**config.mk**
```make
export PLATFORM = sky130hd
export DESIGN_NAME = stq_mempipe_ctl_flat
export DESIGN_NICKNAME = d
export VERILOG_FILES = /design/src/rtl/stq_mempipe_ctl_if.sv /design/src/rtl/stq_mempipe_ctl.sv /design/src/flat_wrapper.sv
export SDC_FILE = /design/constraint.sdc
export NUM_CORES = 1
export LEC_CHECK = 0
export BUFFER_PORTS_ARGS = -buffer_cell sky130_fd_sc_hd__buf_2
export CAP_MARGIN = 20
export CORE_AREA = 5 5 257 259
export DETAILED_ROUTE_END_ITERATION = 12
export DIE_AREA = 0 0 262 264
export HOLD_SLACK_MARGIN = 0.05
export SLEW_MARGIN = 20
export SYNTH_ARGS = -nofsm -noshare
export SYNTH_HDL_FRONTEND = slang
export SYNTH_SLANG_ARGS = --single-unit
```
**constraint.sdc**
```tcl
create_clock -name clk -period 4 [get_ports clk]
set_input_delay 0.4 -clock clk [delete_from_list [all_inputs] [get_ports clk]]
set_output_delay 0.4 -clock clk [all_outputs]
set_load 0.005 [all_outputs]
```
**src/rtl/stq_mempipe_ctl_if.sv**
```systemverilog
// Shared store-pipe types and the request/grant/mm5 bundle between the store queue
// entries (master) and stq_mempipe_ctl (slave).
package stq_mempipe_pkg;
  localparam int STQ_NUM_ENTRIES = 4;
  localparam int STQ_ID_W = $clog2(STQ_NUM_ENTRIES);

  typedef enum logic {
    MEM_ST_INITIAL = 1'b0,
    MEM_ST_FINAL   = 1'b1
  } t_mem_st;

  typedef struct packed {
    t_mem_st st;
  } t_mempipe_phase;

  typedef struct packed {
    t_mempipe_phase        phase;
    logic [STQ_ID_W-1:0]   stq_id;
    logic [31:0]           addr;
    logic [63:0]           arb_data;
    logic [7:0]            byte_en;
  } t_mempipe_arb;

  typedef struct packed {
    logic complete;
    logic recycle;
  } t_mempipe_action;
endpackage

// Handshake: an entry holds req_mm0[i] with a stable req_pkt_mm0[i]; gnt_mm0[i] in the
// same cycle consumes the request (valid & grant == transfer). After mm0 there is no
// backpressure: the mm5 valid/action and the dcache write strobe are single-cycle pulses.
interface stq_mempipe_ctl_if
  import stq_mempipe_pkg::*;
#(
  parameter int NUM_REQ = STQ_NUM_ENTRIES
) ();
  logic [NUM_REQ-1:0] req_mm0;
  t_mempipe_arb       req_pkt_mm0 [NUM_REQ];
  logic               arb_block_mm0;
  logic [NUM_REQ-1:0] gnt_mm0;
  logic               flush;
  logic               pipe_valid_mm5;
  t_mempipe_arb       pipe_req_pkt_mm5;
  t_mempipe_action    pipe_action_mm5;
  logic               dc_wr_valid_mm5;
  t_mempipe_arb       dc_wr_pkt_mm5;
  logic               dc_wr_credit_rtn;

  modport master (
    output req_mm0, req_pkt_mm0, arb_block_mm0, flush, dc_wr_credit_rtn,
    input  gnt_mm0, pipe_valid_mm5, pipe_req_pkt_mm5, pipe_action_mm5,
           dc_wr_valid_mm5, dc_wr_pkt_mm5
  );

  modport slave (
    input  req_mm0, req_pkt_mm0, arb_block_mm0, flush, dc_wr_credit_rtn,
    output gnt_mm0, pipe_valid_mm5, pipe_req_pkt_mm5, pipe_action_mm5,
           dc_wr_valid_mm5, dc_wr_pkt_mm5
  );
endinterface

```
**src/rtl/stq_mempipe_ctl.sv**
```systemverilog
// Store-side memory-pipe controller: round-robin mm0 arbitration, mm1-mm5 carry pipe,
// mm5 complete/recycle with credit-gated dcache write. STQ_MEMPIPE_PERF_EN adds perf counters.
module stq_mempipe_ctl
  import stq_mempipe_pkg::*;
#(
  parameter int NUM_REQ    = STQ_NUM_ENTRIES,
  parameter int WR_CREDITS = 4,
  localparam int PTR_W     = (NUM_REQ > 1) ? $clog2(NUM_REQ) : 1,
  localparam int CRED_W    = $clog2(WR_CREDITS + 1)
) (
  input  logic                clk,
  input  logic                reset_n,
  stq_mempipe_ctl_if.slave    mp,
  output logic [PTR_W-1:0]    dbg_rr_ptr,
  output logic [CRED_W-1:0]   dbg_credits
`ifdef STQ_MEMPIPE_PERF_EN
  ,
  output logic [31:0]         perf_grants,
  output logic [31:0]         perf_recycles,
  output logic [31:0]         perf_credit_stalls
`endif
);

  localparam logic [CRED_W-1:0] CRED_MAX = CRED_W'(WR_CREDITS);

  logic [NUM_REQ-1:0] elig;
  logic [NUM_REQ-1:0] gnt;
  logic               found;
  logic [PTR_W-1:0]   win;
  logic [PTR_W-1:0]   cand;
  logic [PTR_W-1:0]   rr_ptr;

  logic [5:1]         stg_v;
  logic [5:1]         stg_k;
  t_mempipe_arb       stg_pkt [1:5];

  logic [CRED_W-1:0]  credits;
  logic [CRED_W-1:0]  credits_nxt;
  t_mempipe_action    act;
  logic               wr_fire;
  logic               credit_stall;

  function automatic logic [PTR_W-1:0] wrap_inc(input logic [PTR_W-1:0] p);
    return (p == PTR_W'(NUM_REQ - 1)) ? '0 : p + PTR_W'(1);
  endfunction

  // A load pipe owning mm0 suppresses every store request for this cycle.
  assign elig = mp.req_mm0 & {NUM_REQ{~mp.arb_block_mm0}};

  always_comb begin
    gnt   = '0;
    found = 1'b0;
    win   = '0;
    cand  = rr_ptr;
    for (int off = 0; off < NUM_REQ; off++) begin
      if (!found && elig[cand]) begin
        found = 1'b1;
        win   = cand;
      end
      cand = wrap_inc(cand);
    end
    if (found) gnt[win] = 1'b1;
  end

  assign mp.gnt_mm0 = gnt;

  // Valid/killed bits are the only pipe state that needs a reset.
  always_ff @(posedge clk or negedge reset_n) begin
    if (!reset_n) begin
      stg_v  <= '0;
      stg_k  <= '0;
      rr_ptr <= '0;
    end else begin
      stg_v[1] <= found;
      stg_k[1] <= mp.flush;
      for (int s = 2; s <= 5; s++) begin
        stg_v[s] <= stg_v[s-1];
        stg_k[s] <= stg_k[s-1] | mp.flush;
      end
      if (found) rr_ptr <= wrap_inc(win);
    end
  end

  always_ff @(posedge clk) begin
    stg_pkt[1] <= mp.req_pkt_mm0[win];
    for (int s = 2; s <= 5; s++) begin
      stg_pkt[s] <= stg_pkt[s-1];
    end
  end

  // A flush seen while the packet sits in mm5 kills it in that same cycle.
  always_comb begin
    act          = '0;
    wr_fire      = 1'b0;
    credit_stall = 1'b0;
    if (stg_v[5]) begin
      if (stg_k[5] || mp.flush) begin
        act.recycle = 1'b1;
      end else if (stg_pkt[5].phase.st == MEM_ST_FINAL) begin
        if (credits != '0) begin
          act.complete = 1'b1;
          wr_fire      = 1'b1;
        end else begin
          act.recycle  = 1'b1;
          credit_stall = 1'b1;
        end
      end else begin
        act.complete = 1'b1;
      end
    end
  end

  assign mp.pipe_valid_mm5   = stg_v[5];
  assign mp.pipe_req_pkt_mm5 = stg_pkt[5];
  assign mp.pipe_action_mm5  = act;
  assign mp.dc_wr_valid_mm5  = wr_fire;
  assign mp.dc_wr_pkt_mm5    = stg_pkt[5];

  always_comb begin
    credits_nxt = credits;
    case ({wr_fire, mp.dc_wr_credit_rtn})
      2'b10:   credits_nxt = credits - CRED_W'(1);
      2'b01:   if (credits != CRED_MAX) credits_nxt = credits + CRED_W'(1);
      default: credits_nxt = credits;
    endcase
  end

  always_ff @(posedge clk or negedge reset_n) begin
    if (!reset_n) begin
      credits <= CRED_MAX;
    end else begin
      credits <= credits_nxt;
    end
  end

  assign dbg_rr_ptr  = rr_ptr;
  assign dbg_credits = credits;

`ifdef STQ_MEMPIPE_PERF_EN
  always_ff @(posedge clk or negedge reset_n) begin
    if (!reset_n) begin
      perf_grants        <= '0;
      perf_recycles      <= '0;
      perf_credit_stalls <= '0;
    end else begin
      if (found)        perf_grants        <= perf_grants + 32'd1;
      if (act.recycle)  perf_recycles      <= perf_recycles + 32'd1;
      if (credit_stall) perf_credit_stalls <= perf_credit_stalls + 32'd1;
    end
  end
`endif

`ifdef ASSERT
  `ifndef VASSERT
    `define VASSERT(cond, msg) assert (cond) else $error(msg)
  `endif
  // A return at full credits means the dcache handed back more than it was given.
  always_ff @(posedge clk) begin
    if (reset_n) begin
      `VASSERT(!(mp.dc_wr_credit_rtn && !wr_fire && credits == CRED_MAX), "stq_mempipe_ctl: credit return overflow");
    end
  end
`endif

endmodule

```
**src/flat_wrapper.sv**
```systemverilog
// flat-port wrapper written by rule: the top's interface ports become plain ports
module stq_mempipe_ctl_flat import stq_mempipe_pkg::*;
#(
  parameter int NUM_REQ    = STQ_NUM_ENTRIES,
  parameter int WR_CREDITS = 4,
  localparam int PTR_W     = (NUM_REQ > 1) ? $clog2(NUM_REQ) : 1,
  localparam int CRED_W    = $clog2(WR_CREDITS + 1)
)
  (clk, reset_n, dbg_rr_ptr, dbg_credits, mp_req_mm0, mp_req_pkt_mm0, mp_arb_block_mm0, mp_flush, mp_dc_wr_credit_rtn, mp_gnt_mm0, mp_pipe_valid_mm5, mp_pipe_req_pkt_mm5, mp_pipe_action_mm5, mp_dc_wr_valid_mm5, mp_dc_wr_pkt_mm5);
  stq_mempipe_ctl_if #(.NUM_REQ(NUM_REQ)) mp_i ();
  input  logic clk;
  input  logic reset_n;
  output logic [PTR_W-1:0] dbg_rr_ptr;
  output logic [CRED_W-1:0] dbg_credits;
  input wire logic [$bits(mp_i.req_mm0)-1:0] mp_req_mm0;
  input wire logic [$bits(mp_i.req_pkt_mm0)-1:0] mp_req_pkt_mm0;
  input wire logic [$bits(mp_i.arb_block_mm0)-1:0] mp_arb_block_mm0;
  input wire logic [$bits(mp_i.flush)-1:0] mp_flush;
  input wire logic [$bits(mp_i.dc_wr_credit_rtn)-1:0] mp_dc_wr_credit_rtn;
  output wire logic [$bits(mp_i.gnt_mm0)-1:0] mp_gnt_mm0;
  output wire logic [$bits(mp_i.pipe_valid_mm5)-1:0] mp_pipe_valid_mm5;
  output wire logic [$bits(mp_i.pipe_req_pkt_mm5)-1:0] mp_pipe_req_pkt_mm5;
  output wire logic [$bits(mp_i.pipe_action_mm5)-1:0] mp_pipe_action_mm5;
  output wire logic [$bits(mp_i.dc_wr_valid_mm5)-1:0] mp_dc_wr_valid_mm5;
  output wire logic [$bits(mp_i.dc_wr_pkt_mm5)-1:0] mp_dc_wr_pkt_mm5;
  assign mp_i.req_mm0 = mp_req_mm0;
  assign mp_i.req_pkt_mm0 = {>>{mp_req_pkt_mm0}};
  assign mp_i.arb_block_mm0 = mp_arb_block_mm0;
  assign mp_i.flush = mp_flush;
  assign mp_i.dc_wr_credit_rtn = mp_dc_wr_credit_rtn;
  assign mp_gnt_mm0 = mp_i.gnt_mm0;
  assign mp_pipe_valid_mm5 = mp_i.pipe_valid_mm5;
  assign mp_pipe_req_pkt_mm5 = mp_i.pipe_req_pkt_mm5;
  assign mp_pipe_action_mm5 = mp_i.pipe_action_mm5;
  assign mp_dc_wr_valid_mm5 = mp_i.dc_wr_valid_mm5;
  assign mp_dc_wr_pkt_mm5 = mp_i.dc_wr_pkt_mm5;
  stq_mempipe_ctl #(.NUM_REQ(NUM_REQ), .WR_CREDITS(WR_CREDITS)) u_core (.clk(clk), .reset_n(reset_n), .mp(mp_i), .dbg_rr_ptr(dbg_rr_ptr), .dbg_credits(dbg_credits));
endmodule
```
Yosys cells after proc, flatten, opt, wreduce, memory -nomap -nowiden
Memories as Yosys holds them, arrays and structs flattened.
Cells that the tools add are included.
- mux-type cells: 38
- bitwise logic cells: 7
- reductions and logical operators: 11
- eq/ne operators: 8
- add/subtract/negate cells: 6
- order comparisons: 7
- operator list (cell ; number):
    binary-select mux 107 bit (select 2 bit) ; 1
    2-to-1 mux 107 bit ; 2
    2-to-1 mux 1 bit ; 18
    2-to-1 mux 2 bit ; 9
    less-than comparator 2 x 3 -> 1 bit, second input constant ; 5
    equality test 2 bit, second input constant ; 5
    adder 2 x 1 -> 2 bit, second input constant ; 4
    binary-select mux 1 bit (select 2 bit) ; 4
    case mux 3 bit (2 select lines) ; 1
    AND 4 bit ; 1
    logical AND 1 bit ; 4
    2-to-1 mux 4 bit ; 1
    OR 1 bit ; 4
    adder 3 x 1 -> 3 bit, second input constant ; 1
    greater-or-equal comparator 3 bit, second input constant ; 1
    logical NOT 1 bit ; 3
    2-to-1 mux 3 bit ; 1
    != test 3 bit, second input constant ; 1
    inverter 2 -> 3 bit ; 1
    nonzero test 3 bit ; 1
    subtractor 3 x 1 -> 3 bit, second input constant ; 1
    demux 1 bit (select 2 bit) ; 1
    equality test 2 x 1 -> 1 bit, second input constant ; 1
    greater-or-equal comparator 2 x 1 -> 1 bit, second input constant ; 1
    other kinds (5) ; 5
- output and inout bits: 227
- flip-flop bits (word level): 15
- bits of input ports: 437
- memories: 1
- logic and storage cells: 82
- bits in writable memories: 535
- memory list (memory ; words ; bits a word ; read ports ; clocked after Yosys merged registers in ; write ports ; RTL line ; RTL):
    u_core.stg_pkt ; 5 ; 107 ; 5 ; 0 ; 5 ; stq_mempipe_ctl.sv:35 ; t_mempipe_arb stg_pkt [1:5];

Logic depth before layout (Yosys ltp)
- word-level depth: 19
- gate-level depth with buffers: 11
- gate-level depth less buffers: 9

Worst setup path before layout
OpenSTA, ideal clock, no wires.
- kind: register -> output
- from: register u_core.rr_ptr[0] (netlist: u_core.dbg_rr_ptr[0])
- to: output port mp_gnt_mm0[3]
- path slack: 0.966 ns
- arrival time: 2.634 ns
- stages on the path, launching flop included: 12
- buffers on the path: 3
- required time: 3.600 ns
- cell sequence: dfrtp_1 > ha_1 > nor2_8 > mux4_2 > nand3b_1 > mux2i_1 > o21a_1 > buf_4 > buf_6 > buf_6 > ha_1 > nor2b_1
- cells in the longest elaborated chain, start to end: 17
- elaborated cells between the ends (all ways): 37
- those cells by class: add/sub: 3; order compare: 2; eq/ne: 3; mux: 22; reduce/logical: 7
- RTL lines (what ; RTL line ; RTL):
    start: declaration ; stq_mempipe_ctl.sv:31 ; logic [PTR_W-1:0] rr_ptr;
    start signal: assignment ; stq_mempipe_ctl.sv:80 ; if (found) rr_ptr <= wrap_inc(win);
    parallel branches: the longest is 16 deep, another holds less-than comparator 2 x 3 -> 1 bit ; n/a ;
    2-to-1 mux 4 bit (*) ; stq_mempipe_ctl.sv:62 ; if (found) gnt[win] = 1'b1;
    end: declaration ; flat_wrapper.sv:20 ; output wire logic [$bits(mp_i.gnt_mm0)-1:0] mp_gnt_mm0;
Every way passes the cells marked *. The select of a mux whose other input is x is not followed.

==> summary.txt <==
Global route
  – Vias in the first global route: 10400
  – Largest net degree at the start of global routing: 57
  – Initial antenna violation count: 2
  – GRT overflow: 0
  – First-pass GRT wire length: 58100 µm
  – GRT Total Usage: 0.108

Worst hold path
  – Min-delay worst type: primary input to flip-flop
  – Hold Path Depth: 3
  – Min-delay src: mp_req_pkt_mm0[405]

Routing
  – Final wirelength: 39900 µm
  – Via count: 9928
  – Vias/cell: 3.81
  – DRC violations left: 0
  – Post-route ant nets: 0
  – Drt wl/cell: 15.3 µm
  – First-pass iteration count of the detailed router: 8
  – DR iter-0 viols: 403

Power
  – Clock share of power: 0.251
  – Net Switching: 6.62 mW
  – Pwr/cell area: 1020 nW/µm²
  – Leak: 10.3 nW
  – Peak VDD IR: 0.000562 V
  – Total power: 22.1 mW
  – P_int: 15.5 mW
  – Switching share of total power: 0.300
  – Sequential power share: 0.435
  – Comb pwr share: 0.313

Logic synthesis
  – Synth area leaders: dfxtp_1 (64%), mux2i_1 (19%), buf_4 (9.7%)
  – Seq/Total Area, Yosys: 0.660
  – Main synth FF type: dfxtp_1
  – Asr flop ratio synth: 0.0273
  – Mean Syn Cell Area: 14.0 µm²
  – Synth top area share: 0.638
  – Number of synthesized register bits: 550
  – Unique cell type count in the Yosys netlist: 46
  – Mapped Nets: 1639
  – YS warnings: 0
  – Top-count cell post-synth: dfxtp_1
  – Cells after Synth: 1199
  – Commonest cells in the netlist: dfxtp_1 (535), mux2i_1 (325), buf_4 (218), buf_6 (16), dfrtp_1 (14)
  – Mapped cell area: 16800 µm²
  – Number of synthesized flops with an enable pin: 0
  – Dominant cell type by area after synthesis: dfxtp_1

Cells and area
  – Utilization after layout: 0.342
  – N_diodes: 0
  – Final Non-Filler Cells: 2609
  – Final #Nets: 2149
  – Syn-to-layout area delta: 29.4%
  – Layout cell share with drive strength beyond 1: 0.457
  – Final Instance Area: 21700 µm²

Floorplan
  – Core box area: 63600 µm²
  – I/O pin count: 664
  – Die Ht: 264 µm
  – Die area: 69200 µm²
  – Starting Density: 0.264
  – Die width: 262 µm
  – Site row count: 93

Critical path
  – Critical path type: flip-flop to flip-flop
  – CP Max Fanout: 56
  – R2r worst-path depth: 11
  – CP startpoint: u_core.dbg_rr_ptr[0]
  – CP Capture Type: flip-flop
  – Startpoint Class: flip-flop
  – Crit Reg-Reg Startpoint: u_core.dbg_rr_ptr[0]
  – WP data arrival: 4.12 ns
  – CP required: 4.48 ns

Clocking
  – Sink Count: 550
  – Clock Tree Buf Depth: 3
  – H-tree lvl count: 2
  – CTS root buffer: clkbuf_16
  – CTS buffer count: 56
  – CTS resizes: 0
  – Worst-path clk slew: 0.06 ns
  – Latest clock arrival within the worst-skew pair: 0.59 ns
  – CTS tree: built

Placed design
  – Placer congestion estimate: 0.856
  – Post-DP Area: 19500 µm²
  – Post-DP HPWL: 31400 µm
  – Port Buf Inserts: 663
  – Inst Count DP: 2483

Timing
  – Max-slew headroom: 0.604
  – Final Hold Vio Count: 0
  – TNS Setup: 0 ns
  – Max Slew Vio Count: 0
  – Worst-Margin Slew: 0.593 ns
  – Peak Freq: 274 MHz
  – Post-layout minimum cycle time: 3.65 ns
  – Fin crit share: 0.911
  – Final setup skew: 0.0258 ns
  – RSZ-0062 raised after global routing: no
  – Final Setup Violations: 0

Run
  – Number of max-cap violations: 0

Run status
  – Status: complete, no violations
[cells by family after synthesis]
logic type / Yosys count / synth area share
fa+ha+maj: 3 / 0.00268
buf+inv: 255 / 0.115
flops: 550 / 0.660
simple gates: 38 / 0.0139
xor+xnor: 2 / 0.00104
compound gates: 22 / 0.00968
mux: 329 / 0.198
[layer usage]
layer	vias up	part of all wire	GRT usage
met2	403	0.49	0.184
met5	-	0	0
met1	4580	0.40	0.126
met4	0	0.035	0.0448
li1	4843	-	-
met3	102	0.080	0.0310
[final cells by class]
class,instances,area [µm²]
Timing Repair Buffer,706,3750
Fill cell,6298,41900
Clock buffer,72,1610
Multi-Input combinational cell,394,3800
Tap cell,855,1070
Clock inverter,31,432
Inverter,1,3.75
Sequential cell,550,11100
[placed cells by master, fill, tap and decap left out, types with 2 or more instances in the layout]
cell           netlist  layout
buf_2                9     663
dfxtp_1            535     535
mux2i_1            325     325
clkbuf_16            0      59
buf_4              218      21
dlygate4sd3_1        0      17
dfrtp_1             14      14
clkinv_2             0      10
bufinv_16            0       9
clkbuf_8             0       8
nor2b_1              7       7
or2_2                5       5
nand2b_1             5       5
nor2_1               5       5
nand2_1              5       5
clkbuf_1             3       5
inv_6                0       5
buf_12               0       5
o21ai_0              3       3
clkinvlp_4           0       3
mux2_2               2       2
mux4_2               2       2
and3_1               2       2
o22ai_1              2       2
o31ai_1              2       2
nor3_1               2       2
nand3_1              2       2
a31oi_1              2       2
ha_1                 2       2
clkinv_4             0       2
[what timing repair did]
| action | CTS | global route |
|---|---|---|
| setup endpoints to repair | 0 | 3 |
| hold endpoints to repair | 28 | 0 |
| hold buffers | 17 | 0 |
| buffers inserted | 0 | 6 |
[sequential cells by signal, indices dropped and copies added (netlist names)]
register and count:
u_core.dbg_rr_ptr 2, u_core.stg_v 5, u_core.stg_pkt 535, u_core.dbg_credits 3
u_core.stg_k 5
[power by group through the flow]
stage	Combinational [mW]	Sequential, mW	Clock [mW]
finish	6.92	9.62	5.56
global route	7.49	9.95	5.99
CTS	6.97	9.70	5.78
detailed placement	6.91	9.80	0
global placement	6.77	9.73	0
floorplan	6.13	9.17	0
[per-stage QoR]
stage	hold slack, ns	setup WS [ns]
final	0.0982	0.354
after global routing	0.0762	0.154
after CTS	0.0504	0.192
after detailed placement	0.312	0.420
after global placement	0.310	0.443
after floorplan	0.104	0.966
[critical path, stage by stage (launching register included)]
cell and delay, ns:
dfrtp_1 0.51, ha_1 0.33, nor2_8 0.21, mux4_2 0.53, nand3b_1 0.11, mux2i_1 0.22
o21a_4 0.18, buf_4 0.17, buf_12 0.32, mux2i_1 0.23, mux2i_1 0.08, dlygate4sd3_1 0.57
[worst paths after layout]
path	end	slack (ns)
min reg2reg	u_core.stg_pkt[0][427]	0.31
min	u_core.stg_pkt[0][191]	0.1
max reg2reg	u_core.stg_pkt[0][190]	0.35
max	u_core.stg_pkt[0][190]	0.35
min in group asynchronous	u_core.stg_v[5]	0.25
max in group asynchronous	u_core.dbg_credits[2]	3.45
(Power assumes the default switching activity.)
